--- src/rtl/rr_priority_encoder.sv ---
// Registered priority encoder with fixed/round-robin arbitration and a valid/ready output stage.
// Define RRPE_ONEHOT_EN to add the registered one-hot grant output grant_oh.
module rr_priority_encoder #(
   parameter int OUT_SIZE = 2,
   parameter int IN_SIZE  = 1 << OUT_SIZE
) (
   input  logic                clk,
   input  logic                rst,
   input  logic [IN_SIZE-1:0]  in,
   input  logic                enable,
   input  logic                mode,
   output logic                in_ready,
   output logic [OUT_SIZE-1:0] out,
   output logic                out_valid,
`ifdef RRPE_ONEHOT_EN
   output logic [IN_SIZE-1:0]  grant_oh,
`endif
   input  logic                out_ready
);

   logic [OUT_SIZE-1:0] ptr;
   logic [OUT_SIZE-1:0] fx_win;
   logic [OUT_SIZE-1:0] rr_win;
   logic [OUT_SIZE-1:0] win;
   logic                cap;
   int                  idx;

   assign in_ready = !out_valid | out_ready;
   assign cap      = enable & (|in) & in_ready;
   assign win      = mode ? rr_win : fx_win;

   always_comb begin
      fx_win = '0;
      rr_win = '0;
      idx    = 0;
      for (int i = 0; i < IN_SIZE; i++) begin
         if (|(in & (IN_SIZE'(1) << i))) fx_win = OUT_SIZE'(i);
      end
      // Walk the search order backwards so the nearest set line after ptr is written last.
      for (int k = IN_SIZE; k >= 1; k--) begin
         idx = int'(ptr) + k;
         if (idx >= IN_SIZE) idx = idx - IN_SIZE;
         if (|(in & (IN_SIZE'(1) << idx))) rr_win = OUT_SIZE'(idx);
      end
   end

   always_ff @(posedge clk or posedge rst) begin
      if (rst) begin
         out       <= '0;
         out_valid <= 1'b0;
         ptr       <= OUT_SIZE'(IN_SIZE - 1);
      end else if (cap) begin
         out       <= win;
         out_valid <= 1'b1;
         if (mode) ptr <= win;
      end else if (out_valid && out_ready) begin
         out_valid <= 1'b0;
      end
   end

`ifdef RRPE_ONEHOT_EN
   always_ff @(posedge clk or posedge rst) begin
      if (rst) begin
         grant_oh <= '0;
      end else if (cap) begin
         grant_oh <= IN_SIZE'(1) << win;
      end else if (out_valid && out_ready) begin
         grant_oh <= '0;
      end
   end
`endif

endmodule

--- config.mk ---
export PLATFORM = sky130hd
export DESIGN_NAME = rr_priority_encoder
export DESIGN_NICKNAME = d
export VERILOG_FILES = /design/src/rtl/rr_priority_encoder.sv
export SDC_FILE = /design/constraint.sdc
export NUM_CORES = 1
export LEC_CHECK = 0
export CAP_MARGIN = 20
export CORE_MARGIN = 3
export CORE_UTILIZATION = 30
export CTS_BUF_LIST = sky130_fd_sc_hd__clkbuf_8
export CTS_CLUSTER_DIAMETER = 200
export CTS_CLUSTER_SIZE = 8
export DETAILED_ROUTE_END_ITERATION = 16
export GPL_ROUTABILITY_DRIVEN = 0
export GPL_TIMING_DRIVEN = 0
export PLACE_DENSITY = 0.51
export SLEW_MARGIN = 5
export SYNTH_ARGS = -nofsm -noshare
export SYNTH_HDL_FRONTEND = slang
export SYNTH_SLANG_ARGS = --single-unit
--- constraint.sdc ---
create_clock -name clk -period 2.6 [get_ports clk]
set_clock_uncertainty 0.05 [all_clocks]
set_input_delay 0.52 -clock clk [delete_from_list [all_inputs] [get_ports clk]]
set_output_delay 0.52 -clock clk [all_outputs]
set_load 0.005 [all_outputs]
==> results.json, run 1 <==
{
  "syn_avg_cell_area_sq_um": 9.57,
  "area_delta_synth_final_pct": 35.6,
  "drc": 0,
  "worstPathCellList": "clkdlybuf4s50_1 > nand2b_1 > clkdlybuf4s50_1",
  "multiInputGateArea_sq_um": 334,
  "grt_pass1_vias": 446,
  "antenna_left": 0,
  "core_sq_um": 1420,
  "via_per_inst": 5.69,
  "wl_per_cell_microns": 14.0,
  "fillers": 140,
  "start_kind": "input pin",
  "clockBufferDepth": 2,
  "final_max_slew_viol_count": 0,
  "grt_util_all_layers_pct": 13.3,
  "syn_area_sq_um": 488,
  "crit_fanout": 3,
  "crit_top_cell": "clkdlybuf4s50_1",
  "crit_buf_inv": 2,
  "die-area_sq_um": 2150,
  "drt_iter0_drc": 8,
  "io_pins": 13,
  "clock_latency_ps": 220,
  "fin_crit_sh_pct": 84.0,
  "drive_above_1_share_pct": 15.2,
  "ys_ff_latch": 5,
  "setup_tns_ps": 0,
  "setup_violations": 0,
  "port_buffers": 11,
  "power.total_mw": 0.676,
  "crit_path_end_kind": "output pin",
  "antenna_found_initial": 0,
  "arrival_ps": 1620,
  "drt-pass1-iter-count": 4,
  "syn_inst": 51,
  "clock.fmax_mhz": 458,
  "criticalPathCategory": "in -> out",
  "place_hpwl_microns": 876,
  "status": "complete, no violations",
  "grt_max_degree": 9,
  "crit_slowest_cell": "clkdlybuf4s50_1",
  "cts_root_buf": "clkbuf_8",
  "p_leak_nw": 0.279,
  "tritoncts": "built",
  "grt_first_pass_wirelength_mm": 1.90,
  "start_util_pct": 34.5,
  "cp.required_ps": 2030,
  "vias": 461,
  "drv_cap": 0,
  "die_x_microns": 46.3,
  "finalWirelength_mm": 1.13,
  "p_per_area_nw_per_um2": 1020,
  "rsz0062_at_grt": "false",
  "htreeDepth": 1,
  "ir_drop_v": 0.000539,
  "die_height_microns": 46.3,
  "worst_hold_path_type": "in -> async",
  "num_antenna_cells": 0,
  "clk_pin_slew_ps": 30,
  "worst_pin_slew_ps": 310,
  "cts-resized-gates": 0,
  "clkSinkCount": 5,
  "overflow": 0,
  "cp_top_family": "buffers and inverters",
  "hold-worst-slack_ps": 446,
  "postCtsSetupRepairBufs": 0,
  "regArea_sq_um": 128,
  "max_stage_delay_ps": 510,
  "ys_seq_area_share_pct": 26.2,
  "relSlewSlack_pct": 79.3,
  "cts_buffers": 3,
  "yosysWarnings": 0,
  "rows": 13,
  "ys_types": 27,
  "ctsHoldBuffers": 0,
  "synth_nets": 65,
  "final_nets": 81,
  "hold_violations": 0,
  "finalCriticalPeriod_ps": 2190
}
cells in the mapped netlist, drive strengths merged:
library cell	instances	area share [%]
inv	4	3.1
a22oi	6	9.2
a221oi	1	5.4
buf	1	2.3
o311a	1	2.1
nand2b	1	1.3
a311oi	1	1.8
mux2	1	3.1
a221o	1	2.1
dfstp	2	11
nor2	2	2.1
ha	5	13
nor3b	1	1.5
nand3	2	2.1
o211ai	2	3.1
nor2b	1	1.3
o21ai	3	3.1
o41ai	1	3.3
and2	2	2.6
o22a	1	1.8
or3	1	1.3
a211o	1	1.8
dfrtp	3	15
nand2	4	3.1
a22o	1	1.8
a21oi	2	2.1
cell families after synthesis:
logic type	synth area share [%]
AOI/OAI and AO/OA	37.4
adders and majority gates	12.8
buffers and inverters	5.38
DFF	26.2
muxes	3.08
and+or+nand+nor	15.1
worst register-to-register path: stages, from the launching register on:
cell and delay [ps]:
dfstp_2 560, inv_1 100, ha_1 300, a22oi_1 210, nand2_1 100, nor3b_1 150, o311a_1 350, mux2_4 260
cells in the final DEF, fill, tap and decap left out, types with 2 or more instances in the layout:
| cell | count |
|---|---|
| a21oi_1 | 2 |
| a22oi_1 | 6 |
| and2_1 | 2 |
| clkbuf_8 | 3 |
| clkdlybuf4s50_1 | 11 |
| dfrtp_1 | 3 |
| dfstp_2 | 2 |
| ha_1 | 5 |
| inv_1 | 5 |
| nand2_1 | 4 |
| nand3_1 | 2 |
| o211ai_1 | 2 |
| o21ai_0 | 3 |
stage by stage:
stage | setup WS [ps] | instances | area, sq um | utilization, %
after floorplan | 608 | 51 | 488 | -
after global placement | 232 | 77 | 617 | 43.6
after detailed placement | 252 | 77 | 617 | 43.6
after CTS | 408 | 81 | 662 | 46.8
after global routing | 347 | 81 | 662 | 46.8
final | 415 | 81 | 662 | 46.8
registers in the layout, summed over array words and instances (netlist names):
name	flops
out	2
out_valid	1
ptr	2
worst paths after layout:
path / start / end / slack (ps) / cells past startpoint
max reg2reg: ptr[0]$_DFFE_PP1P_ / ptr[0]$_DFFE_PP1P_ / 460 / 7
min reg2reg: out[0]$_DFFE_PP0N_ / out[0]$_DFFE_PP0N_ / 460 / 1
max in group asynchronous: rst / ptr[1]$_DFFE_PP1P_ / 1820 / 2
min in group clk: out[0]$_DFFE_PP0N_ / out[0]$_DFFE_PP0N_ / 460 / 1
min: rst / out[1]$_DFFE_PP0N_ / 450 / 2
max: out_ready / in_ready / 410 / 3
report_power, final:
| part | total (mW) | switching, mW | internal, mW | leakage, nW |
|---|---|---|---|---|
| clock | 0.138 | 0.0372 | 0.101 | 0.0269 |
| combinational | 0.396 | 0.203 | 0.193 | 0.199 |
| sequential | 0.142 | 0.0246 | 0.118 | 0.0538 |
| total | 0.676 | 0.265 | 0.412 | 0.279 |
layer usage:
layer	up-vias	wire, microns	track usage (%)	share of wire (%)
li1	230	-	-	-
met1	207	529	16.1	47
met2	20	479	18.4	42
met3	4	94	5.08	8.3
met4	0	29	10.2	2.6
met5	-	0	0	0
final cells by class:
| class | instances | area share, % |
|---|---|---|
| tap | 15 | 2.84 |
| buffer | 1 | 1.70 |
| clock buffer | 3 | 6.24 |
| multi-input combinational | 41 | 50.5 |
| timing repair buffer | 11 | 16.6 |
| clock inverter | 1 | 0.567 |
| inverter | 4 | 2.27 |
| sequential | 5 | 19.3 |
(Power assumes the default switching activity.)
==> inputs of run 2 (changes only) <==
==> constraint.sdc (replaced) <==
create_clock -name clk -period 2.2 [get_ports clk]
set_clock_uncertainty 0.05 [all_clocks]
set_input_delay 0.44 -clock clk [delete_from_list [all_inputs] [get_ports clk]]
set_output_delay 0.44 -clock clk [all_outputs]
set_load 0.005 [all_outputs]
==> results.json, run 2 (synthesis gave the netlist of run 1 again) <==
{
  "status": "complete, no violations",
  "antenna_left": 0,
  "grt_first_pass_wirelength_mm": 1.90,
  "final_max_slew_viol_count": 0,
  "r2r_end": "ptr[0]$_DFFE_PP1P_",
  "cts_root_buf": "clkbuf_8",
  "power.total_mw": 0.833,
  "drv_cap": 0,
  "crit_buf_inv": 2,
  "multiInputGateArea_sq_um": 347,
  "rsz0062_at_grt": "false",
  "p_leak_nw": 0.280,
  "clockBufferDepth": 2,
  "crit_slowest_cell": "clkdlybuf4s50_1",
  "clkSinkCount": 5,
  "fin_crit_sh_pct": 96.0,
  "finalCriticalPeriod_ps": 2110,
  "worstPathCellList": "clkdlybuf4s50_1 > a22o_1 > a221oi_4 > buf_4 > a211o_1 > o311a_1 > mux2_4",
  "place_hpwl_microns": 876,
  "rrSetupSlack_ps": 100,
  "crit_fanout": 6,
  "layout_commonest_cell": "clkdlybuf4s50_1",
  "rr_worst_depth": 7,
  "drc": 0,
  "cp-startpoint": "in[1]",
  "htreeDepth": 1,
  "io_pins": 13,
  "final_nets": 82,
  "cp_top_family": "buffers and inverters",
  "cp.required_ps": 2290,
  "rows": 13,
  "fillers": 135,
  "die-area_sq_um": 2150,
  "start_util_pct": 34.5,
  "wl_per_cell_microns": 13.9,
  "cts_buffers": 3,
  "cp-endpoint": "ptr[0]$_DFFE_PP1P_",
  "port_buffers": 11,
  "instances_no_fill": 82,
  "drt_iter0_drc": 8,
  "setup_violations": 0,
  "relSlewSlack_pct": 79.3,
  "drive_above_1_share_pct": 22.4,
  "arrival_ps": 2200,
  "final_cell_mix": "clkdlybuf4s50_1, a22oi_1, inv_1, nand2_1",
  "criticalPathCategory": "in -> reg",
  "area_delta_synth_final_pct": 39.7,
  "tritoncts": "built",
  "core_sq_um": 1420,
  "vias": 462,
  "regArea_sq_um": 128,
  "grt_util_all_layers_pct": 13.3,
  "top_regs": "out (2), ptr (2), out_valid (1)",
  "grt_max_degree": 9,
  "final_core_util_pct": 48.2,
  "overflow": 0,
  "worstSetupPathDepth": 7,
  "die_x_microns": 46.3,
  "antenna_found_initial": 0,
  "finalWirelength_mm": 1.14,
  "post-place-ws_ps": -68.5,
  "hold_violations": 0,
  "r2r-start": "ptr[0]$_DFFE_PP1P_",
  "p_per_area_nw_per_um2": 1220,
  "worst_slack_ps": 88.7,
  "num_antenna_cells": 0,
  "worst_pin_slew_ps": 310,
  "hold-worst-slack_ps": 366,
  "start_kind": "input pin",
  "ir_drop_v": 0.000674,
  "crit_path_end_kind": "flop",
  "die_height_microns": 46.3,
  "clk_pin_slew_ps": 30,
  "via_per_inst": 5.63,
  "place_inst": 77,
  "clock.fmax_mhz": 474,
  "max_stage_delay_ps": 610,
  "clock_latency_ps": 220,
  "worst_hold_path_type": "in -> async",
  "grt_pass1_vias": 446,
  "drt-pass1-iter-count": 2
}
[run 2: changes by cell type in the layout (fill, tap and decap cells not counted)]
cell     before  now
buf_4         0    1
ha_1          5    2
a22oi_2       0    1
a22oi_1       6    5
ha_2          0    3
[run 2: per-layer routing]
| metal | global-route usage (%) | up-vias | wire length (microns) |
|---|---|---|---|
| li1 | - | 230 | - |
| met1 | 16.1 | 217 | 531 |
| met2 | 18.4 | 10 | 504 |
| met3 | 5.08 | 5 | 71 |
| met4 | 10.2 | 0 | 34 |
| met5 | 0 | - | 0 |
[run 2: worst min-delay path by stage]
stage                         endpoint  slack (ps)  cells after the start
floorplan           out[0]$_DFFE_PP0N_         170                      1
global placement    out[0]$_DFFE_PP0N_         450                      1
detailed placement  out[0]$_DFFE_PP0N_         450                      1
CTS                 out[1]$_DFFE_PP0N_         380                      2
global route        out[0]$_DFFE_PP0N_         400                      2
finish              out[1]$_DFFE_PP0N_         370                      2
[run 2: timing repair]
action                     4_1_cts  5_1_grt
hold buffers                     0        0
buffers inserted                 0        1
resized for setup                0        4
setup endpoints to repair        0        4
[run 2: power by group]
part | leakage, nW | internal, mW | switching, mW
clock network | 0.0269 | 0.120 | 0.0442
registers | 0.0538 | 0.139 | 0.0293
logic | 0.199 | 0.254 | 0.247
[run 2: metrics by stage]
| stage | cell area (sq um) | setup TNS (ps) |
|---|---|---|
| CTS | 662 | 0 |
| floorplan | 488 | 0 |
| global placement | 617 | -249 |
| detailed placement | 617 | -180 |
| finish | 682 | 0 |
| global route | 682 | 0 |
[run 2: area by class of cell]
type / instances / share of cell area (%)
Inverter: 4 / 2.20
Clock inverter: 1 / 0.550
Tap cell: 15 / 2.75
Clock buffer: 3 / 6.06
Sequential cell: 5 / 18.7
Timing Repair Buffer: 12 / 17.2
Multi-Input combinational cell: 41 / 50.8
Buffer: 1 / 1.65
==> inputs of run 3 (changes only) <==
--- a/config.mk
+++ b/config.mk
@@ -19,3 +19,4 @@
 export SYNTH_ARGS = -nofsm -noshare
 export SYNTH_HDL_FRONTEND = slang
 export SYNTH_SLANG_ARGS = --single-unit
+export TNS_END_PERCENT = 10
==> results of run 3 <==
The final DEF is identical to that of run 2; final timing and power are the same.
